**src/rtl/lvds_pkg.sv**
```systemverilog
// Shared constants, types and lane-map decode for the LVDS receive deformatter.
package lvds_pkg;

    localparam int                   WORD_BITS     = 7;
    localparam int                   CNT_W         = $clog2(WORD_BITS);
    localparam logic [WORD_BITS-1:0] ALIGN_PATTERN = 7'b1100011;

    localparam int LANE_A = 3;
    localparam int LANE_B = 2;
    localparam int LANE_C = 1;
    localparam int LANE_D = 0;

    typedef enum logic [1:0] {
        HUNT   = 2'd0,
        VERIFY = 2'd1,
        LOCKED = 2'd2
    } lvds_align_state_t;

    typedef struct packed {
        logic [7:0] r;
        logic [7:0] g;
        logic [7:0] b;
        logic       hsync;
        logic       vsync;
        logic       data_en;
    } lvds_pixel_t;

    // Lane D bit 6 carries nothing, so only its low six bits are taken.
    function automatic lvds_pixel_t lvds_unpack(
        input logic [WORD_BITS-1:0] a,
        input logic [WORD_BITS-1:0] b,
        input logic [WORD_BITS-1:0] c,
        input logic [WORD_BITS-2:0] d
    );
        lvds_pixel_t p;
        p.r       = {d[1:0], a[5:0]};
        p.g       = {d[3:2], b[4:0], a[6]};
        p.b       = {d[5:4], c[3:0], b[6:5]};
        p.hsync   = c[4];
        p.vsync   = c[5];
        p.data_en = c[6];
        return p;
    endfunction

endpackage

```
**src/rtl/lvds_lane_deser.sv**
```systemverilog
// One serial lane: MSB-first shift register presenting the word that completes this cycle.
module lvds_lane_deser
    import lvds_pkg::*;
(
    input  logic                 clock_i,
    input  logic                 reset_L_i,
    input  logic                 en_i,
    input  logic                 serial_i,
    output logic [WORD_BITS-1:0] word_o
);

    // Only the six most recent bits are ever read back; the seventh is the live input.
    logic [WORD_BITS-2:0] sr_q;
    logic [WORD_BITS-2:0] sr_d;

    assign sr_d   = en_i ? {sr_q[WORD_BITS-3:0], serial_i} : sr_q;
    assign word_o = {sr_q, serial_i};

    always_ff @(posedge clock_i or negedge reset_L_i) begin
        if (!reset_L_i) begin
            sr_q <= '0;
        end else begin
            sr_q <= sr_d;
        end
    end

endmodule

```
**src/rtl/lvds_data_deformatter.sv**
```systemverilog
// LVDS receive deformatter: four-lane deserialiser, training-pattern word alignment
// and registered pixel output strobed by pix_valid once locked.
module lvds_data_deformatter
    import lvds_pkg::*;
#(
    parameter int LOCK_COUNT = 4
) (
    input  logic       clock,
    input  logic       reset_L,
    input  logic       en,
    input  logic [3:0] lane,
    input  logic       train,
    input  logic       realign,
    output logic [7:0] R,
    output logic [7:0] G,
    output logic [7:0] B,
    output logic       hsync,
    output logic       vsync,
    output logic       data_en,
    output logic       pix_valid,
    output logic       locked
);

    localparam int                   MATCH_W    = $clog2(LOCK_COUNT + 1);
    localparam logic [MATCH_W-1:0]   MATCH_ONE  = MATCH_W'(1);
    localparam logic [MATCH_W-1:0]   MATCH_LOCK = MATCH_W'(LOCK_COUNT);
    localparam logic [CNT_W-1:0]     CNT_ONE    = CNT_W'(1);
    localparam logic [CNT_W-1:0]     CNT_LAST   = CNT_W'(WORD_BITS - 1);

    logic [WORD_BITS-1:0] word_w [4];

    for (genvar i = 0; i < 4; i++) begin : g_lane
        lvds_lane_deser u_deser (
            .clock_i   (clock),
            .reset_L_i (reset_L),
            .en_i      (en),
            .serial_i  (lane[i]),
            .word_o    (word_w[i])
        );
    end

    lvds_align_state_t  state_q, state_d;
    logic [MATCH_W-1:0] match_q, match_d;
    logic [CNT_W-1:0]   cnt_q, cnt_d;
    lvds_pixel_t        pix_q, pix_d;
    logic               pix_valid_q, pix_valid_d;

    logic               boundary;
    logic               pattern_hit;
    logic               slip;
    logic [MATCH_W-1:0] match_inc;

    assign boundary    = en && (cnt_q == CNT_LAST);
    assign pattern_hit = train && (word_w[LANE_A] == ALIGN_PATTERN);
    // A failed hunt holds the counter so the next enabled bit is a boundary again.
    assign slip        = boundary && !realign && (state_q == HUNT) && train && !pattern_hit;
    assign match_inc   = match_q + MATCH_ONE;

    always_ff @(posedge clock or negedge reset_L) begin
        if (!reset_L) begin
            state_q     <= HUNT;
            match_q     <= '0;
            cnt_q       <= '0;
            pix_q       <= '0;
            pix_valid_q <= 1'b0;
        end else begin
            state_q     <= state_d;
            match_q     <= match_d;
            cnt_q       <= cnt_d;
            pix_q       <= pix_d;
            pix_valid_q <= pix_valid_d;
        end
    end

    always_comb begin
        state_d = state_q;
        match_d = match_q;
        if (realign) begin
            state_d = HUNT;
            match_d = '0;
        end else if (boundary) begin
            case (state_q)
                HUNT: begin
                    if (pattern_hit) begin
                        match_d = MATCH_ONE;
                        state_d = (MATCH_ONE == MATCH_LOCK) ? LOCKED : VERIFY;
                    end
                end
                VERIFY: begin
                    if (pattern_hit) begin
                        match_d = match_inc;
                        if (match_inc == MATCH_LOCK) begin
                            state_d = LOCKED;
                        end
                    end else begin
                        match_d = '0;
                        state_d = HUNT;
                    end
                end
                LOCKED:  state_d = LOCKED;
                default: begin
                    state_d = HUNT;
                    match_d = '0;
                end
            endcase
        end
    end

    always_comb begin
        cnt_d = cnt_q;
        if (en && !slip) begin
            cnt_d = (cnt_q == CNT_LAST) ? '0 : cnt_q + CNT_ONE;
        end
        pix_valid_d = boundary && !realign && (state_q == LOCKED);
        pix_d       = pix_q;
        if (pix_valid_d) begin
            pix_d = lvds_unpack(word_w[LANE_A], word_w[LANE_B], word_w[LANE_C],
                                word_w[LANE_D][WORD_BITS-2:0]);
        end
    end

    assign R         = pix_q.r;
    assign G         = pix_q.g;
    assign B         = pix_q.b;
    assign hsync     = pix_q.hsync;
    assign vsync     = pix_q.vsync;
    assign data_en   = pix_q.data_en;
    assign pix_valid = pix_valid_q;
    assign locked    = (state_q == LOCKED);

endmodule

```
**config.mk**
```make
export PLATFORM = sky130hd
export DESIGN_NAME = lvds_data_deformatter
export DESIGN_NICKNAME = d
export VERILOG_FILES = /design/src/rtl/lvds_pkg.sv /design/src/rtl/lvds_lane_deser.sv /design/src/rtl/lvds_data_deformatter.sv
export SDC_FILE = /design/constraint.sdc
export NUM_CORES = 1
export LEC_CHECK = 0
export BUFFER_PORTS_ARGS = -buffer_cell sky130_fd_sc_hd__buf_2
export CAP_MARGIN = 20
export CORE_ASPECT_RATIO = 0.9
export CORE_MARGIN = 10
export CORE_UTILIZATION = 40
export DETAILED_ROUTE_END_ITERATION = 6
export GPL_TIMING_DRIVEN = 0
export HOLD_SLACK_MARGIN = 0.1
export RECOVER_POWER = 25
export SLEW_MARGIN = 40
export SYNTH_ARGS = -nofsm -noshare
export SYNTH_HDL_FRONTEND = slang
export SYNTH_HIERARCHICAL = 1
export SYNTH_SLANG_ARGS = --single-unit
export TNS_END_PERCENT = 30
```
**constraint.sdc**
```tcl
create_clock -name clock -period 1.81 [get_ports clock]
set_clock_uncertainty 0.2 [all_clocks]
set_input_delay 0.0905 -clock clock [delete_from_list [all_inputs] [get_ports clock]]
set_output_delay 0.0905 -clock clock [all_outputs]
set_load 0.1 [all_outputs]
```
After elaboration in Yosys (flattened, before gate mapping)
Cells that the tools add are included.
- register bits: 59
- bits of input ports: 9
- output and inout port bits: 29
- word-level logic and storage cells: 51
- add/subtract/negate cells: 2
- equality and inequality tests: 8
- mux-type cells: 12
- reduce and logical (&&, ||, !) cells: 15
- operator list (kind ; count):
    2-to-1 mux 3 bit ; 5
    2-to-1 mux 2 bit ; 5
    one-hot mux 3 bit (3 select lines) ; 1
    logical AND 1 bit ; 8
    == test 7 bit (second input constant) ; 1
    adder 3 x 1 -> 3 bit (second input constant) ; 2
    == test 3 bit (second input constant) ; 2
    one-hot mux 2 bit (3 select lines) ; 1
    AND reduction 3 bit ; 2
    != test 4 bit (second input constant) ; 1
    zero test 1 bit ; 3
    != test 3 bit (second input constant) ; 1
    == test 2 x 1 -> 1 bit (second input constant) ; 1
    == test 2 bit (second input constant) ; 1
    zero test 2 bit ; 1
    != test 2 bit (second input constant) ; 1
    nonzero test 2 bit ; 1

Depth between registers and ports, before layout
Gate-level depths: netlist (run 1).
- word-level depth: 8
- gate-level depth with buffers: 6
- mapped depth without buffers: 5

By module
Netlist (run 1), hierarchy kept.
- modules (own cells, without submodules) (module ; times used ; cells an instance ; area an instance (um2) ; seq. area each (um2)):
    lvds_data_deformatter ; 1 ; 111 ; 1611.5 ; 900.9
    lvds_lane_deser ; 4 ; 14 ; 259.0 ; 150.1

Least setup slack after synthesis (run 1)
Ideal clock, no wire load.
- kind: register to register
- start point: register state_q[0]
- end point: register pix_q (netlist bit B[0])
- setup time: 125 ps
- arrival: 2669 ps
- required time: 1485 ps
- setup slack: -1185 ps
- cell stages (with the launch flop): 6
- buffers on the path: 2
- clock period less this slack: 2995 ps
- cells stage by stage: dfrtp_1 > nor2b_1 > nand3b_1 > buf_6 > buf_6 > mux2_4
- longest elaborated chain between the ends: 2
- ends and longest elaborated chain (element ; line ; RTL):
    from (decl) ; lvds_data_deformatter.sv:42 ; lvds_align_state_t state_q, state_d;
    from (signal assigned) ; lvds_data_deformatter.sv:67 ; state_q <= state_d;
    == test 2 bit ; n/a ;
    via locked ; lvds_data_deformatter.sv:21 ; output logic locked
    logical AND 1 bit ; lvds_data_deformatter.sv:114 ; pix_valid_d = boundary && !realign && (state_q == LOCKED);
    to (signal assigned) ; lvds_data_deformatter.sv:70 ; pix_q <= pix_d;
    to (decl) ; lvds_data_deformatter.sv:45 ; lvds_pixel_t pix_q, pix_d;
The timed path passes the listed nets, and every way through them passes these cells.
A chain may end at the register's enable or synchronous reset.

Worst setup path in the final report (run 1)
- start point: register cnt_q[2]
- end point: register pix_q (netlist bit G[7])
- longest elaborated chain between the ends: 4
- ends and longest elaborated chain (element ; line ; RTL):
    from (decl) ; lvds_data_deformatter.sv:44 ; logic [CNT_W-1:0] cnt_q, cnt_d;
    from (signal assigned) ; lvds_data_deformatter.sv:69 ; cnt_q <= cnt_d;
    == test 3 bit ; lvds_data_deformatter.sv:53 ; assign boundary = en && (cnt_q == CNT_LAST);
    logical AND 1 bit ; lvds_data_deformatter.sv:53 ;
    logical AND 1 bit (2 in series) ; lvds_data_deformatter.sv:114 ;
Every way passes these cells.

==> reports/metrics.cfg, run 1 <==
[status]
status = finished, final reports clean

[final_layout]
fin_cells = 319
diodes = 0
layout_common_cells = dfrtp_1, buf_2, mux2_4
drive_gt1_share_pct = 47.4
layout_commonest_cell = dfrtp_1
area_growth_syn_to_layout_pct = 22.4
fin_area_um2 = 3190
fin_util_pct = 51.3
fin_nets = 239

[global_routing]
grt_max_degree = 60
antenna_found_initial = 0
overflow = 0
track_usage_pct = 10.4
grt_pass1_wl_um = 8240
grt_pass1_vias = 1606

[yosys]
ys_warn_count = 6
synthesis.nets = 176
synthCells = 165
synth.avg_cell_area_um2 = 15.8
synth_area_um2 = 2610

[critical_path]
regToRegSetupSlack_ns = 0.08
crit_family = flip-flops
worstPathRequired_ns = 1.83
cp-end-kind = register
cp_slowest_cell = dfrtp_2
r2r-start = cnt_q[2]
crit_buf_inv = 2
reg2reg_to = G[7]
cp.arrival_ns = 1.75
worst-setup-path-type = reg2reg
cp_max_fo = 10
reg2reg_depth = 5
path_cells = and4b_2 > nand3b_1 > buf_6 > buf_8 > mux2_4
max_stage_delay_ns = 0.44
critPathLaunchType = register

[pwr]
vdd_drop_max_v = 0.000706
cellLeakagePower_nw = 1.66
p_per_area_nw_per_um2 = 945
pwr-share-seq_pct = 52.6
total_power_mw = 3.01
pwr-share-clk_pct = 37.4
comb_power_share_pct = 10.1
switching_share_pct = 25.0
p_sw_mw = 0.755
p_int_mw = 2.26

[floorplan]
ios = 38
die_w_um = 105
rows = 27
core_area_um2 = 6220
die_height_um = 96.6
start_util_pct = 41.9
die_area_um2 = 10200

[placement]
gp_congestion = 0.761
port_buffers = 36
hpwl_um = 3170
placed_area_um2 = 2920
dp_cells = 288

[timing]
hold_viol_final = 0
fmax_mhz = 578
worst_hold_slack_ns = 0.139
worst_pin_slew_ns = 0.730
period_share_pct = 95.7
slew_headroom_pct = 51.3
report.final.slew_viol_count = 0
setup_violations = 0
min_period_ns = 1.73
rsz0062_at_grt = true

[routing]
drt-total-wl_um = 4870
drt_iter0_markers = 45
drc = 0
wl_per_cell_um = 15.3
via_per_inst = 4.74
ant_nets = 0
via_count = 1513
drt_pass1_iterations = 4

[clock_tree]
tritoncts = built
clockBufferDepth = 2
insertion_delay_ns = 0.33
cts_max_level = 3
clk_pin_slew_ns = 0.07
cts_sinks = 59
numCtsBuffers = 9
cts-root-buf = clkbuf_8

[hold_path]
whs_endpoint = match_q[1]
holdPathStages = 4
hold_class = in2reg
hold_path_startpoint = en

[flow_run]
cap_violations = 0

worst min-delay path: stages:
cell and delay (ns):
buf_4 0.12, nand4b_1 0.23, nand2_1 0.09, a31oi_1 0.11
layer usage:
metal | part of all wire, % | track usage, % | up-vias
met5 | 0 | 0 | -
met4 | 1.3 | 3.54 | 0
met3 | 6.8 | 6.02 | 8
met2 | 47 | 16.4 | 37
met1 | 45 | 11.7 | 757
li1 | - | - | 711
flip-flops by register name, indices dropped and copies added, names as in the netlist:
| name | cells |
|---|---|
| state_q | 2 |
| pix_valid | 1 |
| R | 8 |
| B | 8 |
| hsync | 1 |
| data_en | 1 |
| match_q | 3 |
| G | 8 |
| vsync | 1 |
| cnt_q | 3 |
| g_lane.u_deser/sr_q | 23 |
metrics by stage:
step                worst slack, ns  TNS [ns]
floorplan                    -0.232     -4.85
global placement            -0.0405    -0.707
detailed placement          -0.0554    -0.939
CTS                         0.00792         0
global route               -0.00539  -0.00539
finish                       0.0786         0
power groups by stage:
stage	clock network, mW	registers [mW]	logic [mW]
final	1.13	1.58	0.303
after global routing	1.23	1.61	0.337
after CTS	1.17	1.59	0.383
after detailed placement	0	1.62	0.339
after global placement	0	1.61	0.332
after floorplan	0	1.58	0.278
final cells by class:
cell class / instances / area [um^2]
multi-input combinational: 92 / 953
clock buffer: 9 / 124
fill: 566 / 3020
inverter: 2 / 7.51
clock inverter: 6 / 57.6
tap: 87 / 109
timing repair buffer: 52 / 330
sequential: 59 / 1480
buffer: 12 / 129
how the worst max path moves through the flow:
stage | start | endpoint | slack [ns] | cells after the start
finish | cnt_q[2] | G[7] | 0.08 | 5
global placement | cnt_q[0] | B[2] | -0.04 | 5
detailed placement | cnt_q[0] | hsync | -0.06 | 5
CTS | cnt_q[2] | R[3] | 0.008 | 5
global route | cnt_q[0] | state_q[0] | -0.005 | 4
floorplan | state_q[0] | B[0] | -0.23 | 5
repair_timing:
item | 4_1_cts | 5_1_grt
hold buffers | 10 | 0
endpoints found under the hold margin | 94 | 0
endpoints found under the setup margin | 19 | 24
buffers inserted | 2 | 4
gates resized for setup | 2 | 6
Power figures use the tool's default switching activity.
==> run 2, diff against run 1 <==
--- a/config.mk
+++ b/config.mk
@@ -19,4 +19,3 @@
 export SYNTH_HDL_FRONTEND = slang
 export SYNTH_HIERARCHICAL = 1
 export SYNTH_SLANG_ARGS = --single-unit
-export TNS_END_PERCENT = 30
==> constraint.sdc (replaced) <==
create_clock -name clock -period 1.74 [get_ports clock]
set_clock_uncertainty 0.2 [all_clocks]
set_input_delay 0.087 -clock clock [delete_from_list [all_inputs] [get_ports clock]]
set_output_delay 0.087 -clock clock [all_outputs]
set_load 0.1 [all_outputs]
==> run 2 against run 1 <==
Sequential power rose by 3%; register-to-register slack got worse by 0.05 ns; non-clock buffer count rose by 9; final area rose by 3.7%; critical path type is now in2reg.
==> reports/metrics.cfg, run 2 (synthesized netlist as in run 1, its figures left out) <==
[status]
status = finished, final reports clean

[floorplan]
start_util_pct = 41.9
ios = 38
die_height_um = 96.6
die_area_um2 = 10200
rows = 27
core_area_um2 = 6220
die_w_um = 105

[timing]
min_period_ns = 1.72
finalSetupTns_ns = 0
rsz0062_at_grt = true
worst_hold_slack_ns = 0.203
final.setup.worst_slack_ns = 0.0205
slew_headroom_pct = 47.0
setup_violations = 0
hold_viol_final = 0
report.final.slew_viol_count = 0
fmax_mhz = 582
worst_pin_slew_ns = 0.795
period_share_pct = 98.8

[final_layout]
area_growth_syn_to_layout_pct = 26.9
fin_nets = 248
multi_input_area_um2 = 991
fin_area_um2 = 3310
regArea_um2 = 1480
layout_common_cells = dfrtp_1, mux2_4, buf_2
fin_util_pct = 53.2
layout_commonest_cell = dfrtp_1
drive_gt1_share_pct = 50.6
diodes = 0
largest_register = g_lane.u_deser/sr_q
fillers = 559
largest_reg_flops = 23

[critical_path]
critPathLaunchType = input pin
cp_max_fo = 6
cp.arrival_ns = 1.74
worstPathRequired_ns = 1.76
worst-setup-path-type = in2reg
cp-end-kind = register

[routing]
via_per_inst = 4.73
drt-total-wl_um = 5030
drt_pass1_iterations = 4
drc = 0
drt_iter0_markers = 58
wl_per_cell_um = 15.3
ant_nets = 0
via_count = 1550

[placement]
hpwl_um = 3170
placed_area_um2 = 2920
gp_congestion = 0.761
port_buffers = 36
post-place-ws_ns = -0.125

[global_routing]
grt_pass1_vias = 1662
antenna_found_initial = 0
track_usage_pct = 10.7
grt_max_degree = 60
overflow = 0
grt_pass1_wl_um = 8490

[pwr]
vdd_drop_max_v = 0.000819
cellLeakagePower_nw = 1.73
p_per_area_nw_per_um2 = 975

[clock_tree]
clockBufferDepth = 2
cts_sinks = 59
clk_pin_slew_ns = 0.06
cts-root-buf = clkbuf_8
insertion_delay_ns = 0.34
cts_max_level = 3
tritoncts = built
numCtsBuffers = 9

[hold_path]
hold_class = in2async

[flow_run]
cap_violations = 0

==> run 2: power breakdown <==
group | internal [mW] | total [mW] | leakage [nW] | switching [mW]
combinational | 0.256 | 0.418 | 0.869 | 0.162
sequential | 1.52 | 1.63 | 0.765 | 0.113
clock | 0.642 | 1.18 | 0.0946 | 0.534
==> run 2: critical path, stage by stage <==
cell and delay [ns]:
dlygate4sd3_1 0.63, buf_6 0.17, mux2_4 0.30, dlygate4sd3_1 0.56
==> run 2: repair_timing <==
| action | in CTS | in global routing |
|---|---|---|
| setup endpoints to repair | 20 | 27 |
| hold endpoints to repair | 94 | 1 |
| setup buffers | 8 | 2 |
| pin swaps | 0 | 0 |
| gates resized for setup | 4 | 4 |
| hold buffers | 14 | 1 |
==> run 2: worst paths after layout <==
check,from,end,slack [ns],cells after the start
min in group clock,en,state_q[1],0.22,5
max reg2reg,cnt_q[0],R[3],0.03,5
max,en,g_lane[1].u_deser/sr_q[0],0.02,4
min,reset_L,B[6],0.20,2
min reg2reg,g_lane[2].u_deser/sr_q[5],g_lane[2].u_deser/sr_q[5],0.30,1
max in group asynchronous,reset_L,cnt_q[1],0.57,2
==> run 2: cell type report <==
| class | instances | area share [%] |
|---|---|---|
| Buffer | 12 | 4.05 |
| Inverter | 2 | 0.227 |
| Clock buffer | 9 | 3.74 |
| Sequential cell | 59 | 44.7 |
| Timing Repair Buffer | 61 | 12.3 |
| Clock inverter | 6 | 1.74 |
| Multi-Input combinational cell | 92 | 29.9 |
| Tap cell | 87 | 3.29 |
==> run 2: through the flow <==
step / cells / power [mW]
after floorplan: 165 / 1.93
after global placement: 288 / 2.02
after detailed placement: 288 / 2.04
after CTS: 325 / 3.29
after global routing: 328 / 3.39
final: 328 / 3.23
==> run 2: layer usage <==
metal,global-route usage [%],routed length [um],part of all wire [%]
met5,0,0,0
met4,3.54,70,1.4
met3,5.96,318,6.3
met2,16.9,2380,47
met1,12.2,2260,45
